<file path="config.mk">
export PLATFORM = sky130hd
export DESIGN_NAME = l1_l2_arbiter
export DESIGN_NICKNAME = d
export VERILOG_FILES = /design/src/rtl/l1_l2_arbiter.sv
export SDC_FILE = /design/constraint.sdc
export NUM_CORES = 1
export LEC_CHECK = 0
export ABC_CLOCK_PERIOD_IN_PS = 3300
export CAP_MARGIN = 25
export CORE_AREA = 2 2 270 272
export DETAILED_ROUTE_END_ITERATION = 7
export DIE_AREA = 0 0 272 274
export GPL_TIMING_DRIVEN = 0
export SLEW_MARGIN = 5
export SYNTH_ARGS = -nofsm -noshare
export SYNTH_HDL_FRONTEND = slang
export SYNTH_SLANG_ARGS = --single-unit
</file>
<file path="constraint.sdc">
create_clock -name clk -period 3.3 [get_ports clk]
set_input_delay 0.33 -clock clk [delete_from_list [all_inputs] [get_ports clk]]
set_output_delay 0.33 -clock clk [all_outputs]
set_load 0.1 [all_outputs]
</file>
<file path="src/rtl/l1_l2_arbiter.sv">
// l1_l2_arbiter: shares the single L2 line port between the icache and
// dcache miss paths. A granted transaction runs until l2_resp and is never
// pre-empted, and every transaction is followed by at least one IDLE cycle.
//
// Optional build macro: ARB_ROUND_ROBIN_EN
//   defined   -> a tie in IDLE goes to the requester that did not own the
//                most recently completed transaction
//   undefined -> fixed priority; the dcache always wins a tie
//
// Handshake: a requester holds its read/write level from the cycle it raises
// it until the cycle in which it sees its x_resp. The arbiter registers the
// grant on the first edge that sees the request, drives the L2 request from
// the following cycle, and passes l2_resp back combinationally to the current
// owner only. Read data is not gated; x_resp alone qualifies it.

module l1_l2_arbiter (
  input  logic         clk,
  input  logic         reset,
  // icache miss path
  input  logic         i_read,
  input  logic [15:0]  i_addr,
  output logic [127:0] i_rdata,
  output logic         i_resp,
  // dcache miss / write-back path
  input  logic         d_read,
  input  logic         d_write,
  input  logic [15:0]  d_addr,
  input  logic [127:0] d_wdata,
  output logic [127:0] d_rdata,
  output logic         d_resp,
  // shared L2 port
  output logic         l2_read,
  output logic         l2_write,
  output logic [15:0]  l2_addr,
  output logic [127:0] l2_wdata,
  input  logic [127:0] l2_rdata,
  input  logic         l2_resp,
  // one-hot owner: bit0 icache, bit1 dcache, 00 when idle
  output logic [1:0]   grant
);

  typedef enum logic [1:0] {
    IDLE    = 2'd0,
    SERVE_I = 2'd1,
    SERVE_D = 2'd2
  } state_t;

  // Current owner; grant is a one-to-one view of this register.
  state_t state;
  state_t state_next;

  // Owner of the most recently completed transaction: 0 icache, 1 dcache.
  logic last;

  logic want_i;
  logic want_d;
  logic serving;

  assign want_i  = i_read;
  assign want_d  = d_read | d_write;
  assign serving = (state == SERVE_I) || (state == SERVE_D);

  // State register; reset aborts any transaction in flight.
  always_ff @(posedge clk) begin
    if (reset) begin
      state <= IDLE;
    end else begin
      state <= state_next;
    end
  end

  // Record who finished last, on every SERVE_x -> IDLE transition.
  always_ff @(posedge clk) begin
    if (reset) begin
      last <= 1'b0;
    end else if (serving && l2_resp) begin
      last <= (state == SERVE_D);
    end
  end

  // Next-state: arbitrate only in IDLE, release only on l2_resp.
  always_comb begin
    state_next = state;
    unique case (state)
      IDLE: begin
        if (want_i && want_d) begin
`ifdef ARB_ROUND_ROBIN_EN
          state_next = last ? SERVE_I : SERVE_D;
`else
          state_next = SERVE_D;
`endif
        end else if (want_d) begin
          state_next = SERVE_D;
        end else if (want_i) begin
          state_next = SERVE_I;
        end
      end
      SERVE_I: begin
        if (l2_resp) state_next = IDLE;
      end
      SERVE_D: begin
        if (l2_resp) state_next = IDLE;
      end
      default: state_next = IDLE;
    endcase
  end

  // Outputs: steer the owner's request to L2 and L2's response to the owner.
  always_comb begin
    l2_read  = 1'b0;
    l2_write = 1'b0;
    l2_addr  = 16'h0000;
    l2_wdata = '0;
    grant    = 2'b00;
    i_resp   = 1'b0;
    d_resp   = 1'b0;
    unique case (state)
      SERVE_I: begin
        l2_read = 1'b1;
        l2_addr = i_addr;
        grant   = 2'b01;
        i_resp  = l2_resp;
      end
      SERVE_D: begin
        l2_read  = d_read;
        l2_write = d_write;
        l2_addr  = d_addr;
        l2_wdata = d_wdata;
        grant    = 2'b10;
        d_resp   = l2_resp;
      end
      default: begin
        // IDLE: nothing forwarded; l2_resp is ignored.
      end
    endcase
  end

  // Read data always mirrors L2; only x_resp says it is valid.
  assign i_rdata = l2_rdata;
  assign d_rdata = l2_rdata;

endmodule

</file>
==> impl_metrics.json <==
{
  "outcome": "finished, violations left",
  "violations": "setup timing",
  "regMostFlops": "state",
  "setup_ws_ps": -39.9,
  "worstPathArrival_ps": 3010,
  "ios": 700,
  "ir_drop_mv": 0.204,
  "final-max-slew-violation-count": 0,
  "grt_overflow_total": 0,
  "ys_top_cells_by_area": "buf_4 60%, and2_1 25%, a22oi_1 3.7%, nor2b_1 3.5%, buf_2 2.3%",
  "clockRootBuffer": "clkbuf_16",
  "period_share": 1.01,
  "rr_startpoint": "state[0]",
  "final_cell_mix": "465 x clkdlybuf4s50_1, 258 x buf_4, 131 x and2_1, 85 x dlygate4sd2_1, 19 x dlymetal6s2s_1",
  "path_cells": "inv_1, ha_1, buf_2, a22oi_1, nor2b_1, dlygate4sd2_1",
  "dpl.hpwl_mm": 27.8,
  "clockBufferDepth": 2,
  "postRouteAntennaNets": 0,
  "synth_area_mm2": 0.00325,
  "dieWidth_um": 272,
  "whs_ps": 522,
  "routed_wl_mm": 30.0,
  "relSlewSlack": 0.250,
  "worstHoldPathType": "flip-flop to flip-flop",
  "fin_skew_ps": 0.377,
  "cp_slowest_cell": "dlygate4sd2_1",
  "fin_crit_ps": 3340,
  "finalHoldViolCount": 0,
  "postCtsHoldBufs": 0,
  "synth_area_per_cell_um2": 7.08,
  "final.fill_count": 8206,
  "maxCapViolCount": 0,
  "crit_start": "state[0]",
  "clock_sinks": 2,
  "crit_required_ps": 2970,
  "cp-end-kind": "output port",
  "multiInputGateArea_mm2": 0.00117,
  "cts_tree": "done",
  "coreArea_mm2": 0.0720,
  "r2r_cells": 5,
  "synth-seq-cells": 2,
  "r2r-end": "state[1]",
  "drc": 0,
  "largest_reg_flops": 2,
  "dp.cells": 2004,
  "power.leakage_nw": 4.86,
  "final_cells": 2013,
  "drive_gt1_frac": 0.281,
  "power.density_mw_per_mm2": 400,
  "final_nets": 1349,
  "num_rows": 99,
  "grt_pass1_wl_mm": 37.5,
  "seq_area_um2": 40.0,
  "drt-wirelength-per-cell_um": 14.9,
  "antenna_found_initial": 10,
  "seq_area_frac_synth": 0.0123,
  "crit_type": "flip-flop to output port",
  "worst_pin_slew_ps": 1120,
  "synth_top_area_frac": 0.596,
  "synth_area_leader_cell": "buf_4",
  "ys_warn_count": 0,
  "grt_pass1_vias": 5107,
  "power.share.clock": 0.043,
  "rsz0062_at_grt": "false",
  "setup_violations": 1,
  "intPower_w": 0.00122,
  "sw_frac_of_total": 0.712,
  "fp.dieH_um": 274,
  "max_freq_ghz": 0.299,
  "final_common_cell": "clkdlybuf4s50_1",
  "gp_congestion": 0.840,
  "synth.distinct_cells": 17,
  "numPortBuffers": 571,
  "die_area_mm2": 0.0745,
  "clkLatencyLatePin_ps": 220,
  "r2r_slack_ps": 1820,
  "htreeDepth": 1,
  "power_switching_w": 0.00302,
  "synthCells": 459,
  "crit_end": "l2_addr[13]",
  "syn_nets": 758,
  "via_count": 4975,
  "start_util": 0.0452,
  "drt-initial-drc-count": 128,
  "clk_pin_slew_worst_paths_ps": 30,
  "grt_max_degree": 11,
  "firstDrtPassIters": 4,
  "cp_max_fo": 10,
  "syn_to_final_growth_pct": 226,
  "grt_use_total": 0.0717,
  "start_kind": "flip-flop",
  "seqPwrFrac": 0.007,
  "reg_top3": "state: 2 flops",
  "max_stage_delay_ps": 900,
  "drt-vias-per-instance": 2.47,
  "cts_made_buffers": 3,
  "pwr-share-comb": 0.950
}
[worst max-delay path, delay by kind of cell (launching register included)]
kind	cells	cell delay, ps
AND/OR/NAND/NOR	1	230
adder cells (fa/ha/maj)	1	490
AO/OA/AOI/OAI	1	170
flip-flops	1	330
buffers and inverters	3	1540
[worst min path at each step]
stage | from | depth (start not counted) | end | slack (ps)
floorplan | reset | 1 | state[1] | 400
global placement | state[1] | 2 | state[1] | 530
detailed placement | state[1] | 2 | state[1] | 520
CTS | state[1] | 2 | state[1] | 530
global route | state[1] | 2 | state[1] | 570
finish | state[1] | 2 | state[1] | 520
[cell usage after synthesis]
cell type and instances:
nor2b_1 18, and2_1 131, o21ai_0 1, buf_2 15
and2b_1 1, a21oi_1 4, ha_1 5, inv_1 2
buf_6 1, nand3b_1 1, a22oi_1 16, nor3_2 1
buf_4 258, dfxtp_1 2, nand2b_1 1, nor2_1 1
clkbuf_2 1
[layer usage]
layer  global-route usage  wire [µm]  vias up
li1                     -          -     2335
met1               0.0744      10700     2170
met2                0.142      16000      440
met3               0.0144       2500       30
met4               0.0244        827        0
met5                    0          0        -
[timing repair]
| item | 4_1_cts | 5_1_grt |
|---|---|---|
| buffers inserted | 0 | 0 |
| pin swaps | 0 | 0 |
| resized for setup | 87 | 22 |
| setup endpoints to repair | 87 | 21 |
[kinds of logic (layout without fill, tap and decap cells)]
logic type                 after synthesis  count (layout)  synth area share
adders and majority gates                5               5            0.0192
other                                    0               6                 0
and+or+nand+nor                        154             154             0.298
buffers and inverters                  277             866             0.626
DFF                                      2               2            0.0123
AOI/OAI and AO/OA                       21              21            0.0446
[area by class of cell]
type	count	share of cell area
Clock buffer	3	0.00708
Buffer	275	0.191
Inverter	2	0.000708
Tap cell	959	0.113
Antenna cell	6	0.00142
Sequential cell	2	0.00378
Multi-Input combinational cell	180	0.111
Timing Repair Buffer	586	0.572
[power by group through the flow]
| stage | logic, W | clock network [W] | registers [W] |
|---|---|---|---|
| floorplan | 0.00297 | 0 | 0.0000298 |
| global placement | 0.00401 | 0 | 0.0000307 |
| detailed placement | 0.00412 | 0 | 0.0000307 |
| CTS | 0.00406 | 0.000187 | 0.0000305 |
| global route | 0.00412 | 0.000189 | 0.0000312 |
| finish | 0.00403 | 0.000183 | 0.0000304 |
[metrics by stage]
stage,total power [W],setup TNS (ps),util,cell area [µm²],setup WS [ps]
final,0.00424,-39.9,0.147,10600,-39.9
after global routing,0.00434,0,0.147,10600,0.905
after CTS,0.00427,0,0.147,10500,1.12
after detailed placement,0.00415,-34.8,0.147,10600,-34.8
after global placement,0.00404,-128,0.141,10200,-33.1
after floorplan,0.00300,0,-,3250,632
No activity file was read; power rests on OpenSTA's default activity.
